`src/rtl/acum_ctrl_pkg.sv`:
```
// Shared types and constants for the GEMM accumulation buffer sequencer.
package acum_ctrl_pkg;

  localparam int unsigned ACC_ROWS = 16;
  localparam int unsigned ACC_DW   = 128;
  localparam int unsigned ACC_KT_W = 8;

  typedef enum logic [1:0] {
    IDLE  = 2'd0,
    ACCUM = 2'd1,
    DRAIN = 2'd2,
    DONE  = 2'd3
  } acum_state_t;

  // Per-beat controls presented to the accumulator FIFO.
  typedef struct packed {
    logic valid;
    logic overwrite;
    logic store;
  } acc_ctl_t;

endpackage

```
`src/rtl/acum_ctrl_if.sv`:
```
// Job, systolic-array, accumulation-buffer and writeback signals of acum_ctrl.
interface acum_ctrl_if #(
  parameter int unsigned KT_W = 8,
  parameter int unsigned DW   = 128
);
  logic            start;
  logic [KT_W-1:0] k_tiles;
  logic            busy;
  logic            done;
  logic            sa_valid;
  logic            acc_valid;
  logic            acc_store;
  logic            acc_overwrite;
  logic            acc_rd_en;
  logic            acc_empty;
  logic [DW-1:0]   acc_data;
  logic            wb_valid;
  logic            wb_ready;
  logic [DW-1:0]   wb_data;
  logic            err;

  // Sequencer side
  modport slave (
    input  start, k_tiles, sa_valid, acc_empty, acc_data, wb_ready,
    output busy, done, acc_valid, acc_store, acc_overwrite, acc_rd_en,
           wb_valid, wb_data, err
  );

  // Environment side (array, buffers, writeback)
  modport master (
    output start, k_tiles, sa_valid, acc_empty, acc_data, wb_ready,
    input  busy, done, acc_valid, acc_store, acc_overwrite, acc_rd_en,
           wb_valid, wb_data, err
  );
endinterface

```
`src/rtl/acum_skid.sv`:
```
// One-entry valid/ready output register feeding the writeback path.
module acum_skid #(
  parameter int unsigned DW = 128
) (
  input  logic          clk,
  input  logic          rst,
  input  logic          i_load,
  input  logic [DW-1:0] i_data,
  input  logic          i_ready,
  output logic          o_valid,
  output logic [DW-1:0] o_data
);

  logic          r_valid;
  logic [DW-1:0] r_data;

  // A load never coincides with a stalled entry: reads are only issued when the slot frees.
  always_ff @(posedge clk or negedge rst) begin
    if (!rst) begin
      r_valid <= 1'b0;
      r_data  <= '0;
    end else if (i_load) begin
      r_valid <= 1'b1;
      r_data  <= i_data;
    end else if (r_valid && i_ready) begin
      r_valid <= 1'b0;
    end
  end

  assign o_valid = r_valid;
  assign o_data  = r_data;

endmodule

```
`src/rtl/acum_ctrl.sv`:
```
// Accumulation buffer sequencer: K-tile row counting, buffer controls and output drain.
// Optional ACUM_CTRL_PERF_EN adds perf_stall / perf_cycles saturating counters.
module acum_ctrl
  import acum_ctrl_pkg::*;
#(
  parameter int unsigned ROWS = ACC_ROWS,
  parameter int unsigned KT_W = ACC_KT_W,
  parameter int unsigned DW   = ACC_DW
) (
  input  logic        clk,
  input  logic        rst,
  acum_ctrl_if.slave  bus
`ifdef ACUM_CTRL_PERF_EN
  ,
  output logic [31:0] perf_stall,
  output logic [31:0] perf_cycles
`endif
);

  localparam int unsigned RW  = $clog2(ROWS);
  localparam int unsigned DCW = $clog2(ROWS + 1);

  acum_state_t     r_state;
  logic [KT_W-1:0] r_kt;
  logic [KT_W-1:0] r_tile_cnt;
  logic [RW-1:0]   r_row_cnt;
  logic [DCW-1:0]  r_drain_cnt;
  logic [DCW-1:0]  r_drain_issued;
  logic            r_rd_pending;
  logic            r_err;

  logic            w_in_accum;
  logic            w_start_acc;
  logic            w_last_row;
  logic            w_last_tile;
  logic            w_rd_en;
  logic            w_wb_valid;
  logic            w_wb_fire;
  logic [DW-1:0]   w_wb_data;
  acc_ctl_t        w_ctl;

  assign w_in_accum  = (r_state == ACCUM);
  assign w_start_acc = (r_state == IDLE) && bus.start;
  assign w_last_row  = (r_row_cnt == RW'(ROWS - 1));
  assign w_last_tile = (r_tile_cnt == (r_kt - KT_W'(1)));
  assign w_wb_fire   = w_wb_valid && bus.wb_ready;

  // Read only when the skid slot is free or freeing, and no read is still in flight.
  assign w_rd_en = (r_state == DRAIN) && !bus.acc_empty &&
                   (r_drain_issued < DCW'(ROWS)) &&
                   (!w_wb_valid || bus.wb_ready) && !r_rd_pending;

  assign w_ctl.valid     = w_in_accum && bus.sa_valid;
  assign w_ctl.overwrite = w_in_accum && (r_tile_cnt == '0);
  assign w_ctl.store     = w_in_accum && w_last_tile;

  always_ff @(posedge clk or negedge rst) begin
    if (!rst) begin
      r_state        <= IDLE;
      r_kt           <= '0;
      r_tile_cnt     <= '0;
      r_row_cnt      <= '0;
      r_drain_cnt    <= '0;
      r_drain_issued <= '0;
      r_rd_pending   <= 1'b0;
      r_err          <= 1'b0;
    end else begin
      r_rd_pending <= w_rd_en;

      // An accepted start clears the flag; a stray beat in that same cycle still counts.
      if (w_start_acc) begin
        r_err <= bus.sa_valid;
      end else if (bus.sa_valid && !w_in_accum) begin
        r_err <= 1'b1;
      end

      case (r_state)
        IDLE: begin
          if (bus.start) begin
            r_kt           <= (bus.k_tiles == '0) ? KT_W'(1) : bus.k_tiles;
            r_row_cnt      <= '0;
            r_tile_cnt     <= '0;
            r_drain_cnt    <= '0;
            r_drain_issued <= '0;
            r_state        <= ACCUM;
          end
        end
        ACCUM: begin
          if (bus.sa_valid) begin
            if (w_last_row) begin
              r_row_cnt  <= '0;
              r_tile_cnt <= r_tile_cnt + KT_W'(1);
              if (w_last_tile) begin
                r_drain_cnt    <= '0;
                r_drain_issued <= '0;
                r_state        <= DRAIN;
              end
            end else begin
              r_row_cnt <= r_row_cnt + RW'(1);
            end
          end
        end
        DRAIN: begin
          if (w_rd_en) begin
            r_drain_issued <= r_drain_issued + DCW'(1);
          end
          if (w_wb_fire) begin
            r_drain_cnt <= r_drain_cnt + DCW'(1);
            if (r_drain_cnt == DCW'(ROWS - 1)) begin
              r_state <= DONE;
            end
          end
        end
        DONE: begin
          r_state <= IDLE;
        end
        default: begin
          r_state <= IDLE;
        end
      endcase
    end
  end

  acum_skid #(
    .DW (DW)
  ) u_skid (
    .clk     (clk),
    .rst     (rst),
    .i_load  (r_rd_pending),
    .i_data  (bus.acc_data),
    .i_ready (bus.wb_ready),
    .o_valid (w_wb_valid),
    .o_data  (w_wb_data)
  );

  assign bus.busy          = (r_state != IDLE);
  assign bus.done          = (r_state == DONE);
  assign bus.acc_valid     = w_ctl.valid;
  assign bus.acc_overwrite = w_ctl.overwrite;
  assign bus.acc_store     = w_ctl.store;
  assign bus.acc_rd_en     = w_rd_en;
  assign bus.wb_valid      = w_wb_valid;
  assign bus.wb_data       = w_wb_data;
  assign bus.err           = r_err;

`ifdef ACUM_CTRL_PERF_EN
  logic [31:0] r_perf_stall;
  logic [31:0] r_perf_cycles;

  // Saturating counters, restarted by each accepted job.
  always_ff @(posedge clk or negedge rst) begin
    if (!rst) begin
      r_perf_stall  <= '0;
      r_perf_cycles <= '0;
    end else if (w_start_acc) begin
      r_perf_stall  <= '0;
      r_perf_cycles <= '0;
    end else begin
      if ((r_state != IDLE) && (r_perf_cycles != '1)) begin
        r_perf_cycles <= r_perf_cycles + 32'd1;
      end
      if ((r_state == DRAIN) && w_wb_valid && !bus.wb_ready && (r_perf_stall != '1)) begin
        r_perf_stall <= r_perf_stall + 32'd1;
      end
    end
  end

  assign perf_stall  = r_perf_stall;
  assign perf_cycles = r_perf_cycles;
`endif

endmodule

```
`src/flat_wrapper.sv`:
```
// flat-port wrapper written by rule: the top's interface ports become plain ports
module acum_ctrl_flat import acum_ctrl_pkg::*;
#(
  parameter int unsigned ROWS = ACC_ROWS,
  parameter int unsigned KT_W = ACC_KT_W,
  parameter int unsigned DW   = ACC_DW
)
  (clk, rst, bus_start, bus_k_tiles, bus_sa_valid, bus_acc_empty, bus_acc_data, bus_wb_ready, bus_busy, bus_done, bus_acc_valid, bus_acc_store, bus_acc_overwrite, bus_acc_rd_en, bus_wb_valid, bus_wb_data, bus_err);
  acum_ctrl_if #(.KT_W(KT_W), .DW(DW)) bus_i ();
  input  logic clk;
  input  logic rst;
  input wire logic [$bits(bus_i.start)-1:0] bus_start;
  input wire logic [$bits(bus_i.k_tiles)-1:0] bus_k_tiles;
  input wire logic [$bits(bus_i.sa_valid)-1:0] bus_sa_valid;
  input wire logic [$bits(bus_i.acc_empty)-1:0] bus_acc_empty;
  input wire logic [$bits(bus_i.acc_data)-1:0] bus_acc_data;
  input wire logic [$bits(bus_i.wb_ready)-1:0] bus_wb_ready;
  output wire logic [$bits(bus_i.busy)-1:0] bus_busy;
  output wire logic [$bits(bus_i.done)-1:0] bus_done;
  output wire logic [$bits(bus_i.acc_valid)-1:0] bus_acc_valid;
  output wire logic [$bits(bus_i.acc_store)-1:0] bus_acc_store;
  output wire logic [$bits(bus_i.acc_overwrite)-1:0] bus_acc_overwrite;
  output wire logic [$bits(bus_i.acc_rd_en)-1:0] bus_acc_rd_en;
  output wire logic [$bits(bus_i.wb_valid)-1:0] bus_wb_valid;
  output wire logic [$bits(bus_i.wb_data)-1:0] bus_wb_data;
  output wire logic [$bits(bus_i.err)-1:0] bus_err;
  assign bus_i.start = bus_start;
  assign bus_i.k_tiles = bus_k_tiles;
  assign bus_i.sa_valid = bus_sa_valid;
  assign bus_i.acc_empty = bus_acc_empty;
  assign bus_i.acc_data = bus_acc_data;
  assign bus_i.wb_ready = bus_wb_ready;
  assign bus_busy = bus_i.busy;
  assign bus_done = bus_i.done;
  assign bus_acc_valid = bus_i.acc_valid;
  assign bus_acc_store = bus_i.acc_store;
  assign bus_acc_overwrite = bus_i.acc_overwrite;
  assign bus_acc_rd_en = bus_i.acc_rd_en;
  assign bus_wb_valid = bus_i.wb_valid;
  assign bus_wb_data = bus_i.wb_data;
  assign bus_err = bus_i.err;
  acum_ctrl #(.ROWS(ROWS), .KT_W(KT_W), .DW(DW)) u_core (.clk(clk), .rst(rst), .bus(bus_i));
endmodule
```
`config.mk`:
```
export PLATFORM = sky130hd
export DESIGN_NAME = acum_ctrl_flat
export DESIGN_NICKNAME = d
export VERILOG_FILES = /design/src/rtl/acum_ctrl_pkg.sv /design/src/rtl/acum_ctrl_if.sv /design/src/rtl/acum_skid.sv /design/src/rtl/acum_ctrl.sv /design/src/flat_wrapper.sv
export SDC_FILE = /design/constraint.sdc
export NUM_CORES = 1
export LEC_CHECK = 0
export ABC_AREA = 1
export CAP_MARGIN = 10
export CORE_ASPECT_RATIO = 0.5
export CORE_MARGIN = 2
export CORE_UTILIZATION = 41
export DETAILED_ROUTE_END_ITERATION = 8
export GPL_TIMING_DRIVEN = 1
export PLACE_DENSITY = 0.87
export SYNTH_ARGS = -nofsm -noshare
export SYNTH_HDL_FRONTEND = slang
export SYNTH_SLANG_ARGS = --single-unit
```
`constraint.sdc`:
```
create_clock -name clk -period 4 [get_ports clk]
set_input_delay 0.4 -clock clk [delete_from_list [all_inputs] [get_ports clk]]
set_output_delay 0.4 -clock clk [all_outputs]
set_load 0.05 [all_outputs]
```
==> flow_summary.toml, run 1 <==
[yosys]
synth_fa_ha_area_share_pct = 2.12
synth_compound_area_share_pct = 2.17
synth.top_cells.by_area = "dfrtp_1 58%, mux2_2 20%, nand2_1 4.3%, ha_1 2.1%, inv_1 2.0%"
syn_nets = 740
synth_top_area_share_pct = 57.6
synth_top_area_cell = "dfrtp_1"
ys_warn_count = 0
synth-xor-area-share_pct = 0.989
synth_top_family_by_area = "multiplexers"
async_flop_share_pct = 100
synth_area_per_cell_um2 = 12.1
ys_seq_area_share_pct = 57.6
synth-simple-area-share_pct = 12.7
netlist-cell-type-count = 38
netlist_instances = 586
syn_area_um2 = 7080
synth_edf_count = 0
ys.flop_type = "dfrtp_1"
synth.ff_latch_count = 163
synthMuxAreaShare_pct = 20.4

[global_route]
antenna_found_initial = 0
grt_max_degree = 87
grt.met3_usage_pct = 4.32
grt_use_met1_pct = 24.5
met2_usage_pct = 37.1
grt_pass1_vias = 5685
overflow = 0
grt.busiest_layer = "met2"
grt_pass1_wl_mm = 29.9
grt_use_total_pct = 20.6

[clock_network]
cts-root-buf = "clkbuf_16"
hold_buffers = 0
cts_setup_buffers = 0
clock_latency_ps = 410
cts_buffers = 17
htree_num_levels = 4
clkTransAtPathRegs_ps = 70
tritoncts = "yes"
clkSinkCount = 163
clk_path_buf_depth = 2
cts_resized = 0

[place]
gp_congestion = 0.886
postPlaceCellArea_um2 = 10100
numPortBuffers = 277
dp_hpwl_mm = 14.1

[drt]
drt-vias-per-instance = 4.84
ant_nets = 0
route.detailed.drc = 0
num_vias = 5358
drt_wl_total_mm = 18.5
drtIter0Drc = 198
wire_per_inst_um = 16.7
drtPass1Iterations = 5

[critical_path]
start_kind = "register"
endpoint_kind = "output port"
criticalPathCategory = "register to output port"
cp.required_ps = 3600
arrival_ps = 2840
path_max_fanout = 7

[run_status]
outcome = "finished, final reports clean"

[final_layout]
diodes = 0
final_nets = 1020
drive_gt1_share_pct = 22.8
area_growth_pct = 51.3
stdcell_area_um2 = 10700
fill_cells = 1290

[pwr]
p_leak_nw = 4.60
powerDensity_nw_per_um2 = 999
peakVddDrop_v = 0.000536

[sta]
relSlewSlack_pct = 28.7
setup_viol = 0
finalCritPeriodShare_pct = 80.9
rsz0062_at_grt = "no"
period_needed_ps = 3240
maxClockFrequency_ghz = 0.309
hold_viol = 0
worst-slew-pin-transition_ps = 1070
clock_skew_ps = 8.99
tns_ps = 0
drv_slew = 0

[floorplanning]
die_area_um2 = 18400
ios = 278
die-height_um = 96.9
die_w_um = 190
coreArea_um2 = 16600
initial_core_util_pct = 42.6
rows = 33

[min_path]
hold_class = "input pin to async pin"

[job]
maxCapViolations = 0
## logic make-up after synthesis
| family | after synthesis |
|---|---|
| adders and majority gates | 12 |
| buffers and inverters | 66 |
| DFF | 163 |
| muxes | 128 |
| and+or+nand+nor | 183 |
| AOI/OAI and AO/OA | 26 |
| xor gates and xnor gates | 8 |
## area by class of cell
type	count	area, um^2	share of cell area, %
flip-flops and latches	163	4080	38.1
repair buffers	281	2800	26.2
inverters	46	173	1.61
multi-input cells	357	2720	25.4
well taps	227	284	2.65
clock inverters	12	204	1.90
clock buffers	20	447	4.17
## where the power goes
group / leakage, nW / switching, mW / internal, mW / total (mW)
logic: 2.31 / 3.81 / 2.17 / 5.98
clock network: 0.307 / 0.667 / 1.13 / 1.80
registers: 1.98 / 0.510 / 2.42 / 2.93
total: 4.60 / 4.98 / 5.72 / 10.7
## flip-flops by register name (all words and copies together), names as in the netlist
register               cells
u_core.u_skid.o_data     128
u_core.r_kt                8
u_core.r_tile_cnt          8
u_core.r_drain_cnt         5
u_core.r_drain_issued      5
u_core.r_row_cnt           4
u_core.r_state             2
u_core.bus.err             1
u_core.r_rd_pending        1
u_core.u_skid.o_valid      1
## placed cells by master, fill, tap and decap left out, types with 3 or more instances in the layout
master	n
mux2_2	128
nor3_1	5
nor2_4	4
inv_2	8
nor2_2	3
buf_4	4
ha_1	12
nand3_2	4
nor2_1	25
dfrtp_1	162
nand2_2	9
nand2_1	81
nand3_1	25
clkinvlp_4	3
a21oi_1	5
clkbuf_16	17
inv_1	37
xor2_1	4
nor3b_1	3
bufinv_16	5
o21ai_0	14
nand4_1	16
xnor2_1	4
clkdlybuf4s50_1	276
## per-layer routing
metal | share of wire, % | wire length [um] | up-vias
li1 | - | - | 2548
met1 | 40 | 7470 | 2632
met2 | 54 | 9930 | 143
met3 | 3.9 | 715 | 35
met4 | 2.1 | 398 | 0
met5 | 0 | 0 | -
## worst max-delay path: stages, from the launching register on
cell and delay, ps:
dfrtp_1 400, inv_2 130, ha_1 320, inv_1 100, nand2_1 100, nand3_1 100, nand2_1 110, nand3_2 110
nor2_4 100, nand2_1 70, nor2_1 90, clkdlybuf4s50_1 800
## cell usage after synthesis (2+ instances only)
| master | number |
|---|---|
| nand4_1 | 16 |
| nor3_1 | 5 |
| a21oi_1 | 5 |
| buf_1 | 2 |
| xor2_1 | 4 |
| dfrtp_1 | 163 |
| nand4_2 | 2 |
| nor2_1 | 25 |
| or2_2 | 2 |
| inv_1 | 37 |
| inv_2 | 8 |
| xnor2_1 | 4 |
| nand2_2 | 9 |
| nor4_1 | 2 |
| nand3_1 | 25 |
| nand2_1 | 81 |
| nand3_2 | 4 |
| buf_2 | 12 |
| nor3b_1 | 3 |
| o21ai_0 | 14 |
| ha_1 | 12 |
| mux2_2 | 128 |
| clkbuf_1 | 3 |
| nor2_4 | 4 |
| nor2_2 | 3 |
## final timing paths
check                      slack, ps                     startpoint                              endpoint  cells after the start
max in group asynchronous       3070                            rst  u_core.u_skid.o_data[57]$_DFFE_PN0P_                      2
min in group clk                 490     u_core.bus.err$_DFFE_PN0P_            u_core.bus.err$_DFFE_PN0P_                      2
setup reg to reg                1610  u_core.r_state[1]$_DFFE_PN0P_  u_core.r_drain_issued[2]$_DFFE_PN0P_                      8
setup / recovery                 760     u_core.r_kt[0]$_DFFE_PN0P_                         bus_acc_store                     11
hold / removal                    20                            rst  u_core.u_skid.o_data[58]$_DFFE_PN0P_                      1
hold reg to reg                  490     u_core.bus.err$_DFFE_PN0P_            u_core.bus.err$_DFFE_PN0P_                      2
## per-stage QoR
step | total power [mW] | setup WS (ps) | std cells | util [%] | hold slack [ps]
2_1_floorplan | 6.93 | 781 | 586 | - | 104
3_3_place_gp | 8.82 | 1290 | 1074 | 60.5 | 460
3_5_place_dp | 8.96 | 1240 | 1074 | 60.5 | 472
4_1_cts | 10.8 | 739 | 1106 | 64.4 | 42.4
5_1_grt | 11.2 | 532 | 1106 | 64.4 | 66.2
6_report | 10.7 | 763 | 1106 | 64.4 | 17.2
Note: power is estimated with default switching activity, not from simulation.
==> inputs of run 2 (changes only) <==
==> constraint.sdc (replaced) <==
create_clock -name clk -period 3.1 [get_ports clk]
set_input_delay 0.31 -clock clk [delete_from_list [all_inputs] [get_ports clk]]
set_output_delay 0.31 -clock clk [all_outputs]
set_load 0.05 [all_outputs]
==> flow_summary.toml, run 2 (synthesized netlist as in run 1, its figures left out) <==
[pwr]
combPwrFrac_pct = 56.7
p_leak_nw = 4.64
seqPwrFrac_pct = 27.4
peakVddDrop_v = 0.000706
fin_total_pwr_mw = 13.7
powerDensity_nw_per_um2 = 1280
p_sw_share_pct = 47.3
switchingPower_mw = 6.49
power_frac_clock_pct = 15.9
p_int_mw = 7.22

[min_path]
hold_class = "input pin to async pin"

[global_route]
grt_pass1_wl_mm = 30.3
grt_max_degree = 65
overflow = 0
grt_pass1_vias = 5630
grt_use_total_pct = 21.1
antenna_found_initial = 0

[critical_path]
criticalPathCategory = "register to output port"
arrival_ps = 2550
path_buf_inv = 3
reg2reg_depth = 10
crit_cells = 13
worst_path_max_delay_cell = "dlygate4sd2_1"
path_delay_family = "simple AND/OR/NAND/NOR gates"
cp.required_ps = 2790
max_stage_delay_ps = 560
endpoint_kind = "output port"
path_cells = "inv_1 -> ha_1 -> inv_1 -> nand2_1 -> nand2_1 -> nor2_4 -> nand2_2 -> nor2_4 -> nand3_2 -> nor2_4 -> nand2_1 -> nor2_1 -> dlygate4sd2_1"
path_max_fanout = 3
rrSetupSlack_ps = 810
start_kind = "register"

[final_layout]
stdcell_area_um2 = 10700
diodes = 0
fin_util_pct = 64.3
stdcell_count = 1107
largest_reg_flops = 128
drive_gt1_share_pct = 23.1
final_nets = 1022
layout_common_cells = "273 x clkdlybuf4s50_1, 162 x dfrtp_1, 128 x mux2_2, 81 x nand2_1, 37 x inv_1"
final_common_cell = "clkdlybuf4s50_1"
area_growth_pct = 51.1

[drt]
route.detailed.drc = 0
drtIter0Drc = 200
drtPass1Iterations = 4
ant_nets = 0
num_vias = 5368
drt-vias-per-instance = 4.85
drt_wl_total_mm = 18.8
wire_per_inst_um = 16.9

[sta]
setup_viol = 0
hold_ws_ps = 409
relSlewSlack_pct = 55.1
rsz0062_at_grt = "no"
finalCritPeriodShare_pct = 92.3
hold_viol = 0
period_needed_ps = 2860
fin_ws_ps = 240
clock_skew_ps = 12.1
drv_slew = 0
worst-slew-pin-transition_ps = 674
maxClockFrequency_ghz = 0.350
tns_ps = 0

[floorplanning]
die_w_um = 190
ios = 278
initial_core_util_pct = 42.6
rows = 33
die_area_um2 = 18400
coreArea_um2 = 16600
die-height_um = 96.9

[clock_network]
cts-root-buf = "clkbuf_16"
htree_num_levels = 4
tritoncts = "yes"
cts_setup_buffers = 0
clk_path_buf_depth = 2
cts_buffers = 17
clkTransAtPathRegs_ps = 70
clock_latency_ps = 420
clkSinkCount = 163

[run_status]
outcome = "finished, final reports clean"

[place]
post-place-ws_ps = 427
gp_congestion = 0.838
postPlaceCellArea_um2 = 10100
numPortBuffers = 277
dp_hpwl_mm = 14.1
dp_cells = 1075

[job]
maxCapViolations = 0
## run 2: cell count changes in the layout (fill, tap and decap cells not counted), sizes merged
cell           before  now
buf                 5    6
bufinv              5    3
clkbuf             20   17
clkdlybuf4s50     276  273
clkinvlp            3    1
dlygate4sd2         0    1
dlygate4sd3         0    1
dlymetal6s2s        0    2
inv                46   52
## run 2: power groups by stage
stage          Combinational (mW)  Clock (mW)  Sequential (mW)
4_1_cts                      7.81        2.22             3.76
5_1_grt                      8.11        2.32             3.90
3_3_place_gp                 7.65           0             3.73
2_1_floorplan                2.23           0             6.72
3_5_place_dp                 7.77           0             3.79
6_report                     7.77        2.19             3.75
## run 2: final timing paths
check                                               from                                    end
min in group clk                           bus_acc_empty          u_core.r_rd_pending$_DFF_PN0_
max in group asynchronous                            rst  u_core.u_skid.o_data[110]$_DFFE_PN0P_
setup reg to reg           u_core.r_state[1]$_DFFE_PN0P_       u_core.r_tile_cnt[6]$_DFFE_PN0P_
hold / removal                                       rst  u_core.u_skid.o_data[111]$_DFFE_PN0P_
hold reg to reg               u_core.bus.err$_DFFE_PN0P_             u_core.bus.err$_DFFE_PN0P_
setup / recovery              u_core.r_kt[1]$_DFFE_PN0P_                          bus_acc_store
## run 2: cell type report
type / count / area (um^2)
inverter: 46 / 173
tap: 227 / 284
clock inverter: 14 / 174
fill: 1253 / 5940
timing repair buffer: 283 / 2840
multi-input combinational: 357 / 2720
clock buffer: 17 / 425
sequential: 163 / 4080
## run 2: repair_timing
| action | 4_1_cts | 5_1_grt |
|---|---|---|
| gates resized for setup | 1 | 2 |
| hold endpoints to repair | 56 | 0 |
| endpoints found under the setup margin | 1 | 2 |
| pin swaps | 0 | 0 |
| hold buffers | 1 | 0 |
## run 2: worst reg2reg max path, stage by stage (launching register included)
cell     delay [ps]
dfrtp_1         420
inv_1           120
ha_1            450
inv_2           150
a21oi_4         240
nand2_2         130
nor3_2          230
nand3_1         180
o21ai_1         160
nand2_1          70
nor2_1           90
## run 2: routing by layer
layer / up-vias / routed length, um / GRT usage (%)
met5: - / 0 / 0
met4: 0 / 443 / 8.17
met3: 34 / 861 / 4.03
met2: 132 / 9850 / 37.6
met1: 2643 / 7610 / 25.3
li1: 2559 / - / -
==> inputs of run 3 (changes only) <==
--- a/config.mk
+++ b/config.mk
@@ -6,13 +6,14 @@
 export NUM_CORES = 1
 export LEC_CHECK = 0
 export ABC_AREA = 1
-export CAP_MARGIN = 10
+export CAP_MARGIN = 0
 export CORE_ASPECT_RATIO = 0.5
 export CORE_MARGIN = 2
 export CORE_UTILIZATION = 41
 export DETAILED_ROUTE_END_ITERATION = 8
 export GPL_TIMING_DRIVEN = 1
 export PLACE_DENSITY = 0.87
+export REMOVE_ABC_BUFFERS = 1
 export SYNTH_ARGS = -nofsm -noshare
 export SYNTH_HDL_FRONTEND = slang
 export SYNTH_SLANG_ARGS = --single-unit
==> flow_summary.toml, run 3 (synthesized netlist as in run 1, its figures left out) <==
[run_status]
outcome = "finished, final reports clean"

[final_layout]
final_nets = 1022
fill_cells = 1252
diodes = 0
final_common_cell = "clkdlybuf4s50_1"
drive_gt1_share_pct = 23.0
stdcell_area_um2 = 10700
area_growth_pct = 51.2
fin_util_pct = 64.3
layout_common_cells = "273 x clkdlybuf4s50_1, 162 x dfrtp_1, 128 x mux2_2, 81 x nand2_1, 37 x inv_1"
largest_reg_flops = 128

[min_path]
hold_start = "bus_acc_empty"
hold_end = "u_core.r_rd_pending$_DFF_PN0_"
holdPathStages = 2
hold_class = "input pin to register"

[critical_path]
reg2reg_depth = 3
endpoint_kind = "output port"
arrival_ps = 2490
crit_top_cell = "inv_1"
path_buf_inv = 3
r2r-end = "u_core.u_skid.o_data[80]$_DFFE_PN0P_"
path_cells = "inv_1 -> ha_1 -> inv_1 -> nor4_1 -> dlygate4sd2_1"
criticalPathCategory = "register to output port"
r2r-start = "u_core.r_rd_pending$_DFF_PN0_"
max_stage_delay_ps = 600
cp.required_ps = 2790
path_delay_family = "buffers and inverters"
worst_path_max_delay_cell = "dlygate4sd2_1"
path_max_fanout = 12
rrSetupSlack_ps = 600
start_kind = "register"

[drt]
route.detailed.drc = 0
num_vias = 5437
drtIter0Drc = 305
wire_per_inst_um = 17.3
ant_nets = 0
drtPass1Iterations = 5
drt-vias-per-instance = 4.91
drt_wl_total_mm = 19.2

[floorplanning]
initial_core_util_pct = 42.6
coreArea_um2 = 16600
rows = 33
ios = 278
die-height_um = 96.9
die_w_um = 190
die_area_um2 = 18400

[place]
numPortBuffers = 277
dp_hpwl_mm = 14.6
post-place-ws_ps = 460
gp_congestion = 0.894
postPlaceCellArea_um2 = 10100

[sta]
rsz0062_at_grt = "no"
fin_ws_ps = 301
finalCritPeriodShare_pct = 90.3
drv_slew = 0
relSlewSlack_pct = 50.4
hold_viol = 0
tns_ps = 0
worst-slew-pin-transition_ps = 744
period_needed_ps = 2800
maxClockFrequency_ghz = 0.357
setup_viol = 0
clock_skew_ps = 8.62

[pwr]
switchingPower_mw = 6.48
p_leak_nw = 4.64
peakVddDrop_v = 0.000708
p_sw_share_pct = 47.3
combPwrFrac_pct = 56.8
p_int_mw = 7.21
power_frac_clock_pct = 15.8
fin_total_pwr_mw = 13.7
seqPwrFrac_pct = 27.4
powerDensity_nw_per_um2 = 1280

[clock_network]
clk_path_buf_depth = 2
clkTransAtPathRegs_ps = 60
tritoncts = "yes"
cts_setup_buffers = 0
cts_buffers = 17
cts-root-buf = "clkbuf_16"
clkSinkCount = 163
htree_num_levels = 4
clock_latency_ps = 410

[global_route]
antenna_found_initial = 0
overflow = 0
grt_max_degree = 79
grt_pass1_vias = 5879
grt_pass1_wl_mm = 31.2
grt_use_total_pct = 21.6

[job]
maxCapViolations = 0
-- run 3: timing repair --
item                                    CTS  global route
gates resized for setup                   1             2
hold buffers                              1             0
gates cloned                              0             0
endpoints found under the setup margin    1             2
endpoints found under the hold margin    76             0
-- run 3: worst max path at each step --
stage / to / cells after the start / slack [ps] / startpoint
after detailed placement: bus_acc_rd_en / 5 / 460 / u_core.r_state[0]$_DFFE_PN0P_
after global placement: bus_acc_store / 13 / 510 / u_core.r_kt[1]$_DFFE_PN0P_
after floorplan: u_core.r_drain_issued[0]$_DFFE_PN0P_ / 6 / -1610 / u_core.r_rd_pending$_DFF_PN0_
after CTS: bus_acc_store / 13 / 20 / u_core.r_kt[1]$_DFFE_PN0P_
final: bus_acc_rd_en / 5 / 300 / u_core.r_state[0]$_DFFE_PN0P_
after global routing: bus_acc_rd_en / 5 / 130 / u_core.r_state[0]$_DFFE_PN0P_
-- run 3: power by group through the flow --
stage          Clock, mW  Combinational [mW]  Sequential, mW
3_5_place_dp           0                7.79            3.79
5_1_grt             2.30                8.15            3.89
6_report            2.16                7.77            3.76
3_3_place_gp           0                7.69            3.72
4_1_cts             2.21                7.83            3.76
2_1_floorplan          0                2.11            6.82
-- run 3: layout make-up --
cell class / instances / area, um^2 / area share [%]
clock buffer: 20 / 467 / 4.36
clock inverter: 12 / 145 / 1.36
multi-input combinational: 357 / 2720 / 25.4
timing repair buffer: 283 / 2840 / 26.5
tap: 227 / 284 / 2.65
inverter: 46 / 173 / 1.61
sequential: 163 / 4080 / 38.1
-- run 3: metrics by stage --
step | instances | hold slack [ps]
detailed placement | 1075 | 399
CTS | 1108 | 454
finish | 1108 | 475
global route | 1108 | 459
global placement | 1075 | 399
floorplan | 566 | 14.4
-- run 3: layer usage --
metal | part of all wire [%] | GRT usage, % | up-vias
met4 | 2.2 | 7.16 | 0
met1 | 40 | 25.4 | 2731
met2 | 54 | 39.2 | 134
met5 | 0 | 0 | -
met3 | 3.9 | 4.83 | 35
li1 | - | - | 2537
